File: src/rtl/mul_ctrl_if.sv
// Bundles the EX-stage, HI/LO, multiplier and GPR write-back signals of the multiply controller.
// The slave modport is the controller's view; the master modport is the surrounding pipeline's view.
interface mul_ctrl_if;
    logic        ex_mul_valid;
    logic        ex_mul_sign;
    logic        ex_mul_to_gpr;
    logic [31:0] ex_src1;
    logic [31:0] ex_src2;
    logic [4:0]  ex_dest;
    logic        flush;
    logic        hi_we_i;
    logic        lo_we_i;
    logic [31:0] hilo_wdata_i;
    logic        mul_start_o;
    logic        mul_sign_o;
    logic [31:0] mul_op1_o;
    logic [31:0] mul_op2_o;
    logic        mul_ready_i;
    logic [63:0] mul_result_i;
    logic        stall_o;
    logic [31:0] hi_o;
    logic [31:0] lo_o;
    logic        gpr_we_o;
    logic [4:0]  gpr_waddr_o;
    logic [31:0] gpr_wdata_o;

    modport slave (
        input  ex_mul_valid, ex_mul_sign, ex_mul_to_gpr, ex_src1, ex_src2, ex_dest,
        input  flush, hi_we_i, lo_we_i, hilo_wdata_i, mul_ready_i, mul_result_i,
        output mul_start_o, mul_sign_o, mul_op1_o, mul_op2_o, stall_o,
        output hi_o, lo_o, gpr_we_o, gpr_waddr_o, gpr_wdata_o
    );

    modport master (
        output ex_mul_valid, ex_mul_sign, ex_mul_to_gpr, ex_src1, ex_src2, ex_dest,
        output flush, hi_we_i, lo_we_i, hilo_wdata_i, mul_ready_i, mul_result_i,
        input  mul_start_o, mul_sign_o, mul_op1_o, mul_op2_o, stall_o,
        input  hi_o, lo_o, gpr_we_o, gpr_waddr_o, gpr_wdata_o
    );
endinterface

File: src/rtl/mul_ctrl.sv
// Multiply controller: holds EX while an external multi-cycle multiplier runs, then commits
// the product to HI/LO or, for MUL, pulses a single GPR write of the low word.
module mul_ctrl (
    input  logic     clk,
    input  logic     resetn,
    mul_ctrl_if.slave bus
);

    typedef enum logic [1:0] {IDLE, BUSY, REL} state_t;

    state_t      r_state;
    logic        r_start;
    logic        r_sign;
    logic        r_toGpr;
    logic [31:0] r_op1;
    logic [31:0] r_op2;
    logic [4:0]  r_dest;
    logic [31:0] r_hi;
    logic [31:0] r_lo;
    logic        r_gprWe;
    logic [4:0]  r_gprWaddr;
    logic [31:0] r_gprWdata;
    logic        w_stall;

    // Stall is forced low while reset is asserted so a held EX instruction cannot freeze the pipe.
    always_comb begin
        w_stall = 1'b0;
        if (resetn) begin
            w_stall = ((r_state == IDLE) && bus.ex_mul_valid && !bus.flush) ||
                      ((r_state == BUSY) && !bus.mul_ready_i && !bus.flush) ||
                      ((r_state == REL)  && bus.ex_mul_valid);
        end
    end

    // MTHI/MTLO are applied first so a same-edge product commit overrides them.
    always_ff @(posedge clk or negedge resetn) begin
        if (!resetn) begin
            r_state    <= IDLE;
            r_start    <= 1'b0;
            r_sign     <= 1'b0;
            r_toGpr    <= 1'b0;
            r_op1      <= 32'd0;
            r_op2      <= 32'd0;
            r_dest     <= 5'd0;
            r_hi       <= 32'd0;
            r_lo       <= 32'd0;
            r_gprWe    <= 1'b0;
            r_gprWaddr <= 5'd0;
            r_gprWdata <= 32'd0;
        end else begin
            r_gprWe    <= 1'b0;
            r_gprWaddr <= 5'd0;
            r_gprWdata <= 32'd0;
            if (bus.hi_we_i) begin
                r_hi <= bus.hilo_wdata_i;
            end
            if (bus.lo_we_i) begin
                r_lo <= bus.hilo_wdata_i;
            end
            case (r_state)
                IDLE: begin
                    if (bus.ex_mul_valid && !bus.flush) begin
                        r_op1   <= bus.ex_src1;
                        r_op2   <= bus.ex_src2;
                        r_sign  <= bus.ex_mul_sign;
                        r_toGpr <= bus.ex_mul_to_gpr;
                        r_dest  <= bus.ex_dest;
                        r_start <= 1'b1;
                        r_state <= BUSY;
                    end
                end
                BUSY: begin
                    if (bus.flush) begin
                        r_start <= 1'b0;
                        r_state <= REL;
                    end else if (bus.mul_ready_i) begin
                        r_start <= 1'b0;
                        r_state <= REL;
                        if (r_toGpr) begin
                            if (r_dest != 5'd0) begin
                                r_gprWe    <= 1'b1;
                                r_gprWaddr <= r_dest;
                                r_gprWdata <= bus.mul_result_i[31:0];
                            end
                        end else begin
                            r_hi <= bus.mul_result_i[63:32];
                            r_lo <= bus.mul_result_i[31:0];
                        end
                    end
                end
                REL: begin
                    r_start <= 1'b0;
                    r_state <= IDLE;
                end
                default: begin
                    r_start <= 1'b0;
                    r_state <= IDLE;
                end
            endcase
        end
    end

    assign bus.mul_start_o = r_start;
    assign bus.mul_sign_o  = r_sign;
    assign bus.mul_op1_o   = r_op1;
    assign bus.mul_op2_o   = r_op2;
    assign bus.stall_o     = w_stall;
    assign bus.hi_o        = r_hi;
    assign bus.lo_o        = r_lo;
    assign bus.gpr_we_o    = r_gprWe;
    assign bus.gpr_waddr_o = r_gprWaddr;
    assign bus.gpr_wdata_o = r_gprWdata;

endmodule

File: src/flat_wrapper.sv
// flat-port wrapper written by rule: the top's interface ports become plain ports
module mul_ctrl_flat 
  (clk, resetn, bus_ex_mul_valid, bus_ex_mul_sign, bus_ex_mul_to_gpr, bus_ex_src1, bus_ex_src2, bus_ex_dest, bus_flush, bus_hi_we_i, bus_lo_we_i, bus_hilo_wdata_i, bus_mul_ready_i, bus_mul_result_i, bus_mul_start_o, bus_mul_sign_o, bus_mul_op1_o, bus_mul_op2_o, bus_stall_o, bus_hi_o, bus_lo_o, bus_gpr_we_o, bus_gpr_waddr_o, bus_gpr_wdata_o);
  mul_ctrl_if bus_i ();
  input  logic clk;
  input  logic resetn;
  input wire logic [$bits(bus_i.ex_mul_valid)-1:0] bus_ex_mul_valid;
  input wire logic [$bits(bus_i.ex_mul_sign)-1:0] bus_ex_mul_sign;
  input wire logic [$bits(bus_i.ex_mul_to_gpr)-1:0] bus_ex_mul_to_gpr;
  input wire logic [$bits(bus_i.ex_src1)-1:0] bus_ex_src1;
  input wire logic [$bits(bus_i.ex_src2)-1:0] bus_ex_src2;
  input wire logic [$bits(bus_i.ex_dest)-1:0] bus_ex_dest;
  input wire logic [$bits(bus_i.flush)-1:0] bus_flush;
  input wire logic [$bits(bus_i.hi_we_i)-1:0] bus_hi_we_i;
  input wire logic [$bits(bus_i.lo_we_i)-1:0] bus_lo_we_i;
  input wire logic [$bits(bus_i.hilo_wdata_i)-1:0] bus_hilo_wdata_i;
  input wire logic [$bits(bus_i.mul_ready_i)-1:0] bus_mul_ready_i;
  input wire logic [$bits(bus_i.mul_result_i)-1:0] bus_mul_result_i;
  output wire logic [$bits(bus_i.mul_start_o)-1:0] bus_mul_start_o;
  output wire logic [$bits(bus_i.mul_sign_o)-1:0] bus_mul_sign_o;
  output wire logic [$bits(bus_i.mul_op1_o)-1:0] bus_mul_op1_o;
  output wire logic [$bits(bus_i.mul_op2_o)-1:0] bus_mul_op2_o;
  output wire logic [$bits(bus_i.stall_o)-1:0] bus_stall_o;
  output wire logic [$bits(bus_i.hi_o)-1:0] bus_hi_o;
  output wire logic [$bits(bus_i.lo_o)-1:0] bus_lo_o;
  output wire logic [$bits(bus_i.gpr_we_o)-1:0] bus_gpr_we_o;
  output wire logic [$bits(bus_i.gpr_waddr_o)-1:0] bus_gpr_waddr_o;
  output wire logic [$bits(bus_i.gpr_wdata_o)-1:0] bus_gpr_wdata_o;
  assign bus_i.ex_mul_valid = bus_ex_mul_valid;
  assign bus_i.ex_mul_sign = bus_ex_mul_sign;
  assign bus_i.ex_mul_to_gpr = bus_ex_mul_to_gpr;
  assign bus_i.ex_src1 = bus_ex_src1;
  assign bus_i.ex_src2 = bus_ex_src2;
  assign bus_i.ex_dest = bus_ex_dest;
  assign bus_i.flush = bus_flush;
  assign bus_i.hi_we_i = bus_hi_we_i;
  assign bus_i.lo_we_i = bus_lo_we_i;
  assign bus_i.hilo_wdata_i = bus_hilo_wdata_i;
  assign bus_i.mul_ready_i = bus_mul_ready_i;
  assign bus_i.mul_result_i = bus_mul_result_i;
  assign bus_mul_start_o = bus_i.mul_start_o;
  assign bus_mul_sign_o = bus_i.mul_sign_o;
  assign bus_mul_op1_o = bus_i.mul_op1_o;
  assign bus_mul_op2_o = bus_i.mul_op2_o;
  assign bus_stall_o = bus_i.stall_o;
  assign bus_hi_o = bus_i.hi_o;
  assign bus_lo_o = bus_i.lo_o;
  assign bus_gpr_we_o = bus_i.gpr_we_o;
  assign bus_gpr_waddr_o = bus_i.gpr_waddr_o;
  assign bus_gpr_wdata_o = bus_i.gpr_wdata_o;
  mul_ctrl u_core (.clk(clk), .resetn(resetn), .bus(bus_i));
endmodule
File: config.mk
export PLATFORM = sky130hd
export DESIGN_NAME = mul_ctrl_flat
export DESIGN_NICKNAME = d
export VERILOG_FILES = /design/src/rtl/mul_ctrl_if.sv /design/src/rtl/mul_ctrl.sv /design/src/flat_wrapper.sv
export SDC_FILE = /design/constraint.sdc
export NUM_CORES = 1
export LEC_CHECK = 0
export BUFFER_PORTS_ARGS = -buffer_cell sky130_fd_sc_hd__buf_2
export CORE_ASPECT_RATIO = 1.25
export CORE_UTILIZATION = 40
export CTS_BUF_LIST = sky130_fd_sc_hd__clkbuf_4 sky130_fd_sc_hd__clkbuf_8
export DETAILED_ROUTE_END_ITERATION = 8
export PLACE_DENSITY = 0.75
export SKIP_LAST_GASP = 1
export SYNTH_ARGS = -nofsm -noshare
export SYNTH_HDL_FRONTEND = slang
export SYNTH_SLANG_ARGS = --single-unit
File: constraint.sdc
create_clock -name clk -period 2.01 [get_ports clk]
set_clock_uncertainty 0.1 [all_clocks]
set_input_delay 0.402 -clock clk [delete_from_list [all_inputs] [get_ports clk]]
set_output_delay 0.402 -clock clk [all_outputs]
set_load 0.005 [all_outputs]
==> tab_implementation.tex <==
\begin{tabular}{lr}
\hline
Metric & Value \\
\hline
\multicolumn{2}{l}{\textbf{STA}} \\
\quad Total of endpoints with negative setup slack in the final report & 0 \\
\quad Worst Max-Slew Pin Slew & around 420 ps \\
\quad Count of final hold-check violations & 0 \\
\quad Share of the cycle needed by the critical path after routing & 0.997 \\
\quad Remaining max-slew budget at the tightest pin & 0.717 \\
\quad Fin Hold WS & 58.8 ps \\
\quad Final critical-path required period & 2000 ps \\
\quad Final Max Slew Viols & 0 \\
\quad RSZ-0062 raised after global routing & true \\
\quad Fmax & roughly 500 MHz \\
\multicolumn{2}{l}{\textbf{Routing}} \\
\quad Iteration-0 DRC Markers & $\sim$160 \\
\quad Met1 Wirelength & around 6.6 mm \\
\quad Total length of routed met3 wires & 1.13 mm \\
\quad Routed via count divided by cell count & $\sim$4.8 \\
\quad Pre-Repair DR Iteration Count & 4 \\
\quad Final wirelength & roughly 18 mm \\
\quad Total via count after detailed routing & roughly 5000 \\
\quad Antenna-violating nets left & 0 \\
\quad DR DRC count & 0 \\
\quad WL/cell & around 17 um \\
\quad DR top layer & met4 \\
\quad Met2 routed wirelength & roughly 9.5 mm \\
\multicolumn{2}{l}{\textbf{Place}} \\
\quad Half-perimeter wire length after placement & between 10 and 15 mm \\
\quad Standard cell area after detailed placement & between 9000 and 10000 um2 \\
\quad Global placement routability congestion & between 0.7 and 0.8 \\
\quad Port Buffers & 342 \\
\multicolumn{2}{l}{\textbf{Final layout}} \\
\quad Fraction of layout cells with a size suffix above 1 & 0.717 \\
\quad Fill count & 1510 \\
\quad Post-route standard cell area excluding fillers & 9680 um2 \\
\quad Final \#Nets & between 900 and 1000 \\
\quad Area Growth Syn to Fin & 33.7\% \\
\multicolumn{2}{l}{\textbf{Yosys}} \\
\quad Register bit count reported by yosys & $\sim$180 \\
\quad Post-synth top flop & sky130\_fd\_sc\_hd\_\_dfrtp\_1 \\
\quad Post-synth design cell area & roughly 7200 um2 \\
\quad Yosys synthesis warning count & 0 \\
\quad Cells after synthesis & 454 \\
\quad Avg Synthesized Cell Area & approximately 16 um2 \\
\quad Main combinational cell family by area after synthesis & multiplexers \\
\quad Share of synthesized cell area in full adder, half adder and majority cells & 0 \\
\quad Area fraction in and, or, nand and nor cells after synthesis & 0.0463 \\
\quad Async SR Flop Fraction & 1.00 \\
\quad Complex-gate fraction of the synthesized area & 0.00812 \\
\quad Area share of the largest cell type after synthesis & 0.608 \\
\quad Cell accounting for the most synthesized area & sky130\_fd\_sc\_hd\_\_dfrtp\_1 \\
\quad Synth Area in XOR/XNOR & 0 \\
\quad Synth top area cells & sky130\_fd\_sc\_hd\_\_dfrtp\_1, sky130\_fd\_sc\_hd\_\_mux2\_2, sky130\_fd\_sc\_hd\_\_and2\_1 \\
\quad Sequential fraction of the synthesis area & 0.608 \\
\quad Post-synth net total & 628 \\
\quad Number of enable flip-flop cells after synthesis & 0 \\
\quad Netlist cell types & 23 \\
\quad Post-synthesis mux area share & 0.310 \\
\multicolumn{2}{l}{\textbf{Floorplan}} \\
\quad Number of top-level pins & 343 \\
\quad \# rows & 54 \\
\quad Core box area & roughly 18000 um2 \\
\quad Die outline area & 18600 um2 \\
\quad Initial Utilization & 0.412 \\
\quad Width of the chip & about 120 um \\
\quad Die height & between 150 and 200 um \\
\multicolumn{2}{l}{\textbf{Worst setup path}} \\
\quad CP endpoint kind & output pin \\
\quad Slowest stage cell, crit path & sky130\_fd\_sc\_hd\_\_dfrtp\_2 \\
\quad Worst path cell trace & buf\_4 -> nand2b\_4 -> a211oi\_4 -> o21a\_1 -> buf\_2 \\
\quad Worst path bufs/invs & 2 \\
\quad Kind of critical path & flop to output pin \\
\quad Worst Setup Start Kind & flop \\
\quad Arrival @ worst endpoint & roughly 1500 ps \\
\quad Category of cells accounting for the largest share of critical-path delay & compound AO/OA/AOI/OAI gates \\
\quad Required @ worst endpoint & 1510 ps \\
\quad Crit path max fanout & 2 \\
\quad Stage delay of the slowest cell on the critical path & about 370 ps \\
\multicolumn{2}{l}{\textbf{Pwr}} \\
\quad Fraction of power consumed by combinational cells & 0.201 \\
\quad Leak pwr & between 4 and 5 nW \\
\quad Share of total power consumed by net switching & 0.277 \\
\quad Sequential share of power & 0.509 \\
\quad Fraction of power consumed by the clock network & 0.290 \\
\quad Power density over cell area & 867 nW/um2 \\
\quad Power spent charging and discharging nets & 2.33 mW \\
\quad Worst voltage drop across the vdd grid & 441 uV \\
\quad Internal power & just over 6 mW \\
\multicolumn{2}{l}{\textbf{Clocking}} \\
\quad CTS tree & done \\
\quad Count of clock tree sinks & around 180 \\
\quad Post-CTS clock slew at the launch and capture registers of the worst setup and hold paths & around 100 ps \\
\quad Clock latency reported for the late side of the worst-skew pair & $\sim$460 ps \\
\quad CTS root buffer & sky130\_fd\_sc\_hd\_\_clkbuf\_8 \\
\quad Worst-case clock buffer depth & 2 \\
\quad TritonCTS Buffers & 17 \\
\quad Number of H-tree branching levels & 4 \\
\multicolumn{2}{l}{\textbf{Global route}} \\
\quad Via count of the first global-routing pass & around 5300 \\
\quad Global-route usage over all layers & 0.197 \\
\quad Antenna violations before repair & 1 \\
\quad Total global routing overflow & 0 \\
\quad Maximum number of pins on one net before global-route repair & 76 \\
\quad First-pass GRT wire length & approximately 28 mm \\
\multicolumn{2}{l}{\textbf{Run status}} \\
\quad Outcome & completed \\
\multicolumn{2}{l}{\textbf{Job}} \\
\quad Reported max-cap violation count & 0 \\
\multicolumn{2}{l}{\textbf{Worst hold path}} \\
\quad Hold crit path type & input port to flop \\
\hline
\end{tabular}
cells by family after synthesis:
logic type | count (synthesis)
buffers and inverters | 26
AO/OA/AOI/OAI | 6
multiplexers | 199
AND/OR/NAND/NOR | 47
flip-flops | 176
sequential cells by signal, indices dropped and copies added (netlist names):
register / flops
u_core.bus.hi_o: 32
u_core.bus.mul_op1_o: 32
u_core.bus.gpr_wdata_o: 32
u_core.r_toGpr: 1
u_core.bus.mul_op2_o: 32
u_core.bus.lo_o: 32
u_core.r_dest: 5
u_core.bus.mul_start_o: 1
u_core.bus.mul_sign_o: 1
u_core.r_state: 2
u_core.bus.gpr_waddr_o: 5
u_core.bus.gpr_we_o: 1
layout by cell type (no fill, tap or decap), drive strengths merged, types with 2 or more instances in the layout:
master | synthesis | final
buf | 19 | 359
nor2 | 5 | 5
dfrtp | 176 | 176
nor3 | 2 | 2
nand2b | 2 | 2
a211oi | 2 | 2
clkbuf | 5 | 18
clkinvlp | 0 | 3
clkinv | 0 | 3
mux2 | 199 | 199
inv | 2 | 9
and2 | 37 | 37
synth_stat cells (2+ instances only):
| master | count |
|---|---|
| sky130_fd_sc_hd__and2_1 | 37 |
| sky130_fd_sc_hd__mux2_2 | 189 |
| sky130_fd_sc_hd__buf_2 | 2 |
| sky130_fd_sc_hd__clkbuf_1 | 3 |
| sky130_fd_sc_hd__inv_1 | 2 |
| sky130_fd_sc_hd__clkbuf_2 | 2 |
| sky130_fd_sc_hd__nor2_1 | 4 |
| sky130_fd_sc_hd__buf_1 | 4 |
| sky130_fd_sc_hd__buf_6 | 13 |
| sky130_fd_sc_hd__dfrtp_1 | 176 |
| sky130_fd_sc_hd__mux2_1 | 10 |
path summary, 6_finish.rpt:
| path | from | to | slack [ps] | cells past startpoint |
|---|---|---|---|---|
| min in group asynchronous | resetn | u_core.r_dest[0] | 440 | 3 |
| hold reg to reg | u_core.bus.mul_op2_o[22] | u_core.bus.mul_op2_o[22] | 410 | 1 |
| max in group asynchronous | resetn | u_core.bus.hi_o[3] | 740 | 4 |
| setup reg to reg | u_core.r_state[0] | u_core.bus.mul_op2_o[14] | 190 | 5 |
| setup / recovery | u_core.r_state[0] | bus_stall_o | 6 | 5 |
| hold / removal | bus_mul_result_i[3] | u_core.bus.gpr_wdata_o[3] | 60 | 2 |
timing repair:
item | in CTS | in global routing
gates resized for setup | 2 | 3
setup buffers | 3 | 0
hold buffers | 1 | 0
endpoints found under the setup margin | 1 | 1
endpoints found under the hold margin | 70 | 0
pin swaps | 2 | 1
stage by stage:
step                      worst slack, ps  setup TNS [ps]  total power [mW]  cells  utilization
after floorplan                       243               0              5.13    454            -
after global placement                182               0              5.98   1010        0.526
after detailed placement              153               0              6.05   1010        0.526
after CTS                           -48.3           -48.3              8.50   1046        0.550
after global routing                -73.8           -73.8              8.83   1047        0.551
final                                6.47               0              8.40   1047        0.551
per-layer routing:
metal,GRT usage,vias to the layer above
li1,-,2300
met1,0.211,2448
met2,0.348,207
met3,0.0509,41
met4,0.104,0
met5,0,-
cell type report:
type | count | area, um2 | area share
antenna | 1 | 2.50 | 0.000258
tap | 224 | 280 | 0.0289
multi-input combinational | 252 | 2660 | 0.274
sequential | 176 | 4410 | 0.455
clock buffer | 18 | 241 | 0.0249
clock inverter | 14 | 144 | 0.0149
timing repair buffer | 360 | 1940 | 0.201
inverter | 2 | 7.51 | 0.000775
worst register-to-register path: cells and delay by family (launching register included):
family / cells / cell delay, ps
muxes: 1 / 420
DFF: 1 / 410
and+or+nand+nor: 2 / 320
buffers and inverters: 2 / 450
power groups by stage:
stage	Sequential, mW	Combinational (mW)	Clock, mW
6_report	4.28	1.68	2.44
5_1_grt	4.35	1.85	2.64
4_1_cts	4.28	1.71	2.51
3_5_place_dp	4.36	1.69	0
3_3_place_gp	4.32	1.65	0
2_1_floorplan	4.40	0.728	0
No activity file was read; power rests on OpenSTA's default activity.
